$ cat src/rtl/fsm3_rr_sched.sv
// fsm3_rr_sched: one 4-state Moore FSM (A,B,C,D) shared by NCH serial
// channels. Each channel keeps its own state; a round-robin arbiter picks one
// requesting channel per cycle, advances its state with its pending bit and
// reports the Moore output one cycle later.
//
// Ports:
//   clk, reset      clock; synchronous active-high reset
//   req[NCH]        channel has a pending bit (held until acked)
//   bit_in[NCH]     pending serial bit per channel
//   chan_clr[NCH]   per-channel clear of stored state (wins over a grant)
//   ack[NCH]        combinational one-hot grant; transfer = req & ack
//   out_valid       registered, high the cycle after a transfer
//   out_ch          registered channel index of the last transfer
//   out             registered Moore output (new state == D)
//   hit_cnt         saturating count of transfers that produced out=1
module fsm3_rr_sched #(
  parameter int unsigned NCH = 4,
  parameter int unsigned CW  = 2
) (
  input  logic           clk,
  input  logic           reset,
  input  logic [NCH-1:0] req,
  input  logic [NCH-1:0] bit_in,
  input  logic [NCH-1:0] chan_clr,
  output logic [NCH-1:0] ack,
  output logic           out_valid,
  output logic [CW-1:0]  out_ch,
  output logic           out,
  output logic [15:0]    hit_cnt
);

  localparam int unsigned HW = 16;
  localparam logic [HW-1:0] HIT_MAX = '1;

  typedef enum logic [1:0] {
    ST_A = 2'd0,
    ST_B = 2'd1,
    ST_C = 2'd2,
    ST_D = 2'd3
  } state_t;

  state_t          st_q [NCH];
  state_t          st_d [NCH];
  logic [CW-1:0]   last_q;
  logic [CW-1:0]   last_d;
  logic [NCH-1:0]  elig;
  logic            grant_vld;
  logic [CW-1:0]   grant_idx;
  state_t          grant_ns;
  logic [HW-1:0]   hit_d;

  // Shared next-state table
  function automatic state_t fsm_next(input state_t s, input logic b);
    state_t n;
    unique case (s)
      ST_A:    n = b ? ST_B : ST_A;
      ST_B:    n = b ? ST_B : ST_C;
      ST_C:    n = b ? ST_D : ST_A;
      ST_D:    n = b ? ST_B : ST_C;
      default: n = ST_A;
    endcase
    return n;
  endfunction

  // Round-robin search starting one past the last granted channel
  always_comb begin
    int unsigned   cand;
    logic [CW-1:0] cand_idx;
    cand      = 0;
    cand_idx  = '0;
    grant_vld = 1'b0;
    grant_idx = '0;
    ack       = '0;
    elig      = req & ~chan_clr & {NCH{~reset}};
    for (int unsigned k = 1; k <= NCH; k++) begin
      cand = 32'(last_q) + k;
      if (cand >= NCH) cand = cand - NCH;
      cand_idx = CW'(cand);
      if (!grant_vld && elig[cand_idx]) begin
        grant_vld = 1'b1;
        grant_idx = cand_idx;
      end
    end
    if (grant_vld) ack[grant_idx] = 1'b1;
  end

  // Next per-channel state, pointer and hit count
  always_comb begin
    st_d     = st_q;
    last_d   = last_q;
    hit_d    = hit_cnt;
    grant_ns = fsm_next(st_q[grant_idx], bit_in[grant_idx]);
    for (int unsigned i = 0; i < NCH; i++) begin
      if (chan_clr[i]) st_d[i] = ST_A;
    end
    if (grant_vld) begin
      st_d[grant_idx] = grant_ns;
      last_d          = grant_idx;
      if (grant_ns == ST_D && hit_cnt != HIT_MAX) hit_d = hit_cnt + HW'(1);
    end
  end

  // State and output registers; reset discards any in-flight transfer
  always_ff @(posedge clk) begin
    if (reset) begin
      for (int unsigned i = 0; i < NCH; i++) st_q[i] <= ST_A;
      last_q    <= CW'(NCH - 1);
      out_valid <= 1'b0;
      out_ch    <= '0;
      out       <= 1'b0;
      hit_cnt   <= '0;
    end else begin
      st_q      <= st_d;
      last_q    <= last_d;
      out_valid <= grant_vld;
      hit_cnt   <= hit_d;
      if (grant_vld) begin
        out_ch <= grant_idx;
        out    <= (grant_ns == ST_D);
      end
    end
  end

endmodule

$ cat config.mk
export PLATFORM = sky130hd
export DESIGN_NAME = fsm3_rr_sched
export DESIGN_NICKNAME = d
export VERILOG_FILES = /design/src/rtl/fsm3_rr_sched.sv
export SDC_FILE = /design/constraint.sdc
export NUM_CORES = 1
export LEC_CHECK = 0
export ABC_AREA = 1
export BUFFER_PORTS_ARGS = -buffer_cell sky130_fd_sc_hd__buf_2
export CORE_MARGIN = 3
export CORE_UTILIZATION = 50
export DETAILED_ROUTE_END_ITERATION = 6
export PLACE_DENSITY_LB_ADDON = 0.08
export SLEW_MARGIN = 20
export SYNTH_ARGS = -nofsm -noshare
export SYNTH_HDL_FRONTEND = slang
export SYNTH_SLANG_ARGS = --single-unit
$ cat constraint.sdc
create_clock -name clk -period 4.2 [get_ports clk]
set_input_delay 1.26 -clock clk [delete_from_list [all_inputs] [get_ports clk]]
set_output_delay 1.26 -clock clk [all_outputs]
set_load 0.1 [all_outputs]
; ---- After elaboration in Yosys (flattened, before gate mapping)
; Index checks and enable logic that the tools add are counted.
[word_totals]
mem_count = 0
rom_bits = 0
elab_cells = 92
ram_bits = 0
ff_bits = 30
output_inout_bits = 24
latchBits = 0
[classes]
eq_ne = 5
mul = 0
reduce_logical = 12
div = 0
n_mux = 40
n_addsub = 9
n_lt_le_gt_ge = 12
bitwise_logic = 5
shift = 0
[ops]
columns = operator, n
row1 = two-way mux 2 bit, 17
row2 = adder 16 x 1 -> 16 bit (second input constant), 1
row3 = != test 16 bit (second input constant), 1
row4 = < comparator 2 x 3 -> 1 bit (second input constant), 5
row5 = greater-or-equal comparator 3 bit (second input constant), 4
row6 = two-way mux 1 bit, 11
row7 = binary-select mux 1 bit (select 2 bit), 5
row8 = AND 4 bit, 2
row9 = bitwise mux 8 bit, 1
row10 = two-way mux 8 bit, 1
row11 = subtractor 2 x 1 -> 2 bit (second input constant), 4
row12 = adder 2 x 2 -> 3 bit (second input constant), 2
row13 = == test 2 bit (second input constant), 3
row14 = logical AND 1 bit, 6
row15 = case mux 2 bit (3 select lines), 1
row16 = adder 2 x 3 -> 4 bit (second input constant), 1
row17 = binary-select mux 2 bit (select 2 bit), 1
row18 = demux 2 bit (select 2 bit), 1
row19 = greater-or-equal comparator 4 x 3 -> 1 bit (second input constant), 1
row20 = two-way mux 4 bit, 1
row21 = NOT 4 bit, 1
row22 = adder 2 x 1 -> 3 bit (second input constant), 1
row23 = logical NOT 1 bit, 3
row24 = < comparator 3 x 1 -> 1 bit (second input constant), 1
row25 = 8 further kinds, 8

; ---- Logic depth before layout (Yosys ltp)
; Gate-level depths: netlist (run 1).
[logic_depth]
depth_word = 25
depth_mapped = 22

; ---- Worst setup path before layout (run 1)
; Ideal clock, no wire load.
[synth_timing]
kind = input -> output
startpoint = input reset
endpoint = output ack[0]
path_slack_ns = -0.803
t_required_ns = 2.940
arrival_time_ns = 3.743
stages = 11
path_cell_list = buf_6 > nor2_4 > nand3_2 > nand3_1 > nand2_2 > nand3_1 > nor2_2 > nor2_1 > nor2_1 > nand2_1 > nor2_1
[synth_between]
elab_chain_cells = 19
elab_cells_between_ends = 30
cone_classes = 2 x order compare / 19 x mux / 2 x bitwise / 7 x reduce/logical
[synth_rtl]
columns = element, line_no
row1 = "start, declared", 21  ; input logic reset,
row2 = NOT 1 bit *, 74  ; elig = req & ~chan_clr & {NCH{~reset}};
row3 = AND 4 bit *, 74
row4 = binary-select mux 1 bit (select 2 bit), 79  ; if (!grant_vld && elig[cand_idx]) begin
row5 = two-way mux 1 bit (implied by the code), 79
row6 = two-way mux 1 bit, 79
row7 = logical NOT 1 bit, 79
row8 = logical AND 1 bit, 79
row9 = two-way mux 1 bit, 79
row10 = (+3 left out), --
row11 = logical NOT 1 bit, 79
row12 = logical AND 1 bit, 79
row13 = two-way mux 2 bit, 79
row14 = < comparator 2 x 3 -> 1 bit (implied by the code) / greater-or-equal comparator 2 x 1 -> 1 bit (equally long branches), 84  ; if (grant_vld) ack[grant_idx] = 1'b1;
row15 = logical AND 1 bit (implied by the code), 84
row16 = two-way mux 1 bit (implied by the code), 84
row17 = demux 1 bit (select 2 bit), 84
row18 = two-way mux 4 bit *, 84
row19 = "end, declared", 25  ; output logic [NCH-1:0] ack,
; Every way passes the cells marked *; elsewhere a longest branch is shown, timed or not. The select of a mux whose other input is x is not followed.

; ---- Worst setup path after layout (run 1)
[layout_timing]
startpoint = input reset
endpoint = output ack[3]
; Same word-level chain as after synthesis.

==> run metrics, run 1 <==
status=finished clean; worst slack at placement=0.05385 ns; maximum root-to-sink buffer count=2; Vias/cell=5.313; post-route clock period utilization=97.48%; Max-cap violations=0; Clock Skew=around 0.0077 ns; WL final=5320 um; worst skew pair latency=0.29 ns; top-count cell post-synth=nand2_1; Fmax=244.3 MHz; TritonCTS clock tree=built; share of cells above drive strength 1=about 27%; Die Span X=70.99 um; share of the synthesized area in the top cell type=28.44%; die area=5040 um^2; metal3 WL=about 290 um; met2 WL post-DR=2369 um; synthesized cell area=between 2000 and 2500 um^2; Min Clock Period, post-route=4.094 ns; relative slew slack=61.83%; crit-path cells=clkbuf_4 -> nor2_4 -> nand3_2 -> nand2_1 -> nand2_1 -> nand2_2 -> nand2_1 -> nand3_1 -> inv_2 -> nand2_4 -> nand2_4 -> nand2_1 -> clkinvlp_4 -> buf_12; Core Area=3854 um^2; antenna-violating nets left=0; post-synthesis adder-cell area fraction=0.5924%; largest family of logic cells by synthesized area=simple AND/OR/NAND/NOR gates; vias in the first global route=about 1,900; syn_area_per_cell=6.559 um^2; number of synthesized flops with an enable pin=0; GR Overflow Total=0; crit start category=input pin; synth top area cells=dfxtp_1 28%, nand2_1 15%, nand3_1 12%; drt initial violations=around 160; hold_buf cts=0; gp weighted congestion=between 0.9 and 1; most used cell, CP=nand2_1; CP Max Fanout=8; top post-synthesis cells by count=84 x nand2_1, 52 x nand3_1, 32 x inv_1; critical path endpoint category=output pin; RSZ-0062 raised after global routing=true; Worst-Margin Slew=0.5712 ns; Hold WC Path Type=flip-flop to flip-flop; register area share after synthesis=28.44%; Clock Pin Slew Worst Setup and Hold Paths=0.07 ns; largest net degree at the start of global routing=19; cell row count=22; Synth async-reset ratio=0%; setup ws final=0.1059 ns; port bufs=37; n_diodes=0; number of H-tree levels=2; flops & latches, synth=30; simple-gate share of the synthesized area=46.15%; hpwl dp=4002 um; Crit Path Class=input pin to output pin; VDD IR max=430.7 uV; CP required=~3 ns; Synth warnings=0; crit-path max cell delay=0.18 ns; detailed-route via count=2,226; CTS sink count=30; Synth Instances=about 320; dpl cells=~410; XOR/XNOR Fraction of Synth Area=under 10%; multiplexer share of the synthesized area=0%; power per cell area=980.4 nW/um^2; final setup vio count=0; Ports=38; First-pass DRT Iterations=5; static leakage=1.202 nW; Mapped Nets=337; WL per Instance=12.70 um; Arr. time, crit path=2.83 ns; initial antenna violation count=0; register-to-register setup slack=1.54 ns; total power=0.002532 W; Synth Area in Compound Gates=8.531%; initial core utilization=a little over half; M1 WL=around 2600 um; drc violations=0; Yosys top cell by area=dfxtp_1; Die Ht=70.99 um; setup TNS=0 ns; Final Hold Viols=0; Root Driver=clkbuf_8; Final Util=67.01%; first-pass GRT wire length=8832 um; Primary FF master, synth=dfxtp_1; # resized after CTS=0; Layout Cells excl Fill=419; postcts setup bufs=0; Slowest cell on crit path=buf_12; CTS buffer count=5; Top Layer Used=met4; GRT Overall Usage=between 20% and 30%; fin nets=between 300 and 400; Synth-to-Final Area Change=22.28%; Netlist cell types=33; Slew Viols, Final=0
==> stage by stage <==
stage	area, um^2	hold WS, ns
floorplan	2135	0.5255
global placement	2470	0.4689
detailed placement	2470	0.4913
CTS	2565	0.5028
global route	2582	0.5275
finish	2582	0.4993
==> layout make-up <==
cell class / instances / area [um^2]
clock buffers: 6 / 82.58
clock inverters: 2 / 12.51
fillers: 362 / 1271
inverters: 40 / 162.7
multi-input cells: 242 / 1311
flip-flops and latches: 30 / 600.6
well taps: 48 / 60.06
repair buffers: 51 / 352.8
==> layout by cell type, fill, tap and decap left out, types with 10 or more instances in the layout <==
cell type  instances
buf_4             14
inv_1             30
nand2_2           12
nand3_1           52
a21oi_1           20
nand2_1           82
buf_2             32
nor2_1            16
dfxtp_1           30
xor2_1            10
==> final timing paths <==
check              from           to  cells after the start
max               reset       ack[3]                     14
min          hit_cnt[1]   hit_cnt[1]                      2
max reg2reg   last_q[0]  hit_cnt[10]                     19
min reg2reg  hit_cnt[1]   hit_cnt[1]                      2
==> cells by family after synthesis <==
| group | count (synthesis) |
|---|---|
| xor gates and xnor gates | 13 |
| buffers and inverters | 50 |
| adders and majority gates | 1 |
| and+or+nand+nor | 195 |
| DFF | 30 |
| AOI/OAI and AO/OA | 33 |
==> critical path, delay by kind of cell <==
kind          cells  cell delay, ns
buf+inv           4            0.56
simple gates     10            1.02
==> power by group <==
part           internal [W]  total (W)  switching [W]
combinational      0.000614    0.00190        0.00128
clock              0.000132   0.000250       0.000119
sequential         0.000342   0.000385      0.0000431
total               0.00109    0.00253        0.00144
==> metal layers <==
layer	vias up	track usage [%]
met1	1012	30.25
li1	1140	-
met2	70	33.68
met3	4	4.403
met5	-	0
met4	0	4.593
==> registers in the layout, indices dropped and copies added, names as in the netlist <==
signal / count
hit_cnt: 16
last_q: 2
out: 1
out_ch: 2
out_valid: 1
st_q: 8
Note: power is estimated with default switching activity, not from simulation.
==> run 2: changes to the inputs <==
--- a/config.mk
+++ b/config.mk
@@ -7,10 +7,9 @@
 export LEC_CHECK = 0
 export ABC_AREA = 1
 export BUFFER_PORTS_ARGS = -buffer_cell sky130_fd_sc_hd__buf_2
-export CORE_MARGIN = 3
 export CORE_UTILIZATION = 50
 export DETAILED_ROUTE_END_ITERATION = 6
-export PLACE_DENSITY_LB_ADDON = 0.08
+export PLACE_DENSITY = 0.73
 export SLEW_MARGIN = 20
 export SYNTH_ARGS = -nofsm -noshare
 export SYNTH_HDL_FRONTEND = slang
==> run 2 against run 1 <==
Core utilization shrank 1.5 points. Global-route usage grew 4.5 points. Clock-buffer cell count grew 1. Register-to-register slack lost 0.14 ns. Critical path depth is the same. Flip-flop and latch count is the same. Critical endpoint is now ack[0].
==> run metrics, run 2 (synthesized netlist as in run 1, its figures left out) <==
vias in the first global route=2,037 (+4.6%); First-pass DRT Iterations=4 (-1); TritonCTS clock tree=built; Arr. time, crit path=2.86 ns (+0.03 ns); Slew Viols, Final=0 (unchanged); status=finished clean; WHS=0.4690 ns (-0.03026 ns); register area=600.6 um^2 (unchanged); relative slew slack=63.11% (+1.3 points); CP Max Fanout=6 (-2); post-route clock period utilization=98.14% (+0.66 points); largest registers=hit_cnt: 16 flops, st_q: 8 flops; drc violations=0 (unchanged); Final Util=65.56% (-1.5 points); Max-cap violations=0 (unchanged); port bufs=37 (unchanged); Ports=38 (unchanged); CP required=2.94 ns (about the same); Die Span X=66.99 um (-5.6%); Crit Path Class=input pin to output pin; antenna-violating nets left=0 (unchanged); Clock Pin Slew Worst Setup and Hold Paths=0.06 ns (about the same); Largest Register=hit_cnt; Root Driver=clkbuf_8; Synth-to-Final Area Change=25.06%; commonest cells after routing, fill and taps aside=79 x nand2_1, 50 x nand3_1, 33 x buf_2, 30 x inv_1, 30 x dfxtp_1; Clock Skew=0.009981 ns (+0.002280 ns); Die Ht=66.99 um (-5.6%); fin nets=388 (+0.78%); GRT Overall Usage=25.87% (+4.5 points); final setup vio count=0 (unchanged); Min Clock Period, post-route=4.122 ns (+0.02789 ns); hpwl dp=3898 um (-2.6%); most common cell after layout, fill and taps aside=nand2_1; cell row count=23 (+4.5%); share of cells above drive strength 1=29.41% (+1.9 points); die area=4488 um^2 (-11%); drt initial violations=197 (+21%); Hold WC Path Type=flip-flop to flip-flop; Vias/cell=5.288 (-0.47%); Worst-Margin Slew=0.5520 ns (-0.01920 ns); initial antenna violation count=0 (unchanged); maximum root-to-sink buffer count=2 (unchanged); CTS buffer count=5 (unchanged); detailed-route via count=2,242 (+0.72%); Fmax=242.6 MHz (-0.68%); critical path endpoint category=output pin; crit start category=input pin; initial core utilization=52.42% (-2.4 points); number of H-tree levels=2 (unchanged); GR Overflow Total=0 (unchanged); fillers=371 (+2.5%); worst skew pair latency=0.28 ns (about the same); RSZ-0062 raised after global routing=true; CTS sink count=30 (unchanged); max reg flops=16 (unchanged); Final Hold Viols=0 (unchanged); WL per Instance=12.52 um (-1.4%); WL final=5308 um (-0.23%); Core Area=4029 um^2 (+4.5%); gp weighted congestion=0.9518 (+2.9%); largest net degree at the start of global routing=19 (unchanged); area of the multi-input gates=1336 um^2 (+1.9%); n_diodes=0 (unchanged); first-pass GRT wire length=8687 um (-1.6%)
run 2: changes by cell type in the layout (fill, tap and decap cells not counted), sizes merged:
cell / before / now
buf: 50 / 54
clkinvlp: 3 / 2
inv: 37 / 38
clkinv: 2 / 1
run 2: routing by layer:
layer,part of all wire (%),GRT usage (%),vias to the layer above
li1,-,-,1144
met1,44,30.07,1030
met2,49,46.09,56
met3,4.4,5.137,12
met4,2.2,9.574,0
met5,0,0,-
run 2: critical path, stage by stage:
cell,delay [ns]
buf_2,0.13
buf_12,0.13
nor2_4,0.12
nand3_2,0.11
nand3_2,0.11
nand2_2,0.10
nand3_1,0.10
nand2_1,0.05
nand2_1,0.07
nand2_2,0.09
inv_4,0.13
nand2_2,0.10
nor2_4,0.17
buf_12,0.19
run 2: layout make-up:
type	count	area share (%)
inverter	40	6.253
clock buffer	7	3.269
clock inverter	1	0.1895
multi-input combinational	242	50.59
sequential	30	22.74
tap	50	2.369
timing repair buffer	54	14.59
run 2: path summary, 6_finish.rpt:
path / end / slack, ns / cells after the start / startpoint
setup / recovery: ack[0] / 0.08 / 14 / reset
hold / removal: out / 0.47 / 2 / out
setup reg to reg: hit_cnt[4] / 1.40 / 19 / last_q[0]
hold reg to reg: out / 0.47 / 2 / out
run 2: timing repair:
action,CTS,global route
setup endpoints to repair,0,3
hold buffers,0,0
gates resized for setup,0,13
buffers inserted,0,4
run 2: per-stage QoR:
| stage | setup TNS [ns] | instances | worst slack [ns] | cell area (um^2) |
|---|---|---|---|---|
| floorplan | -0.07794 | 322 | -0.07794 | 2135 |
| finish | 0 | 424 | 0.07801 | 2641 |
| CTS | 0 | 420 | 0.04555 | 2569 |
| detailed placement | 0 | 412 | 0.04722 | 2477 |
| global placement | 0 | 412 | 0.03339 | 2477 |
| global route | -0.02030 | 424 | -0.02030 | 2641 |
Power of run 2 is not shown: default switching activity piles up to over one toggle a cycle in this logic, so the estimate is an artifact.
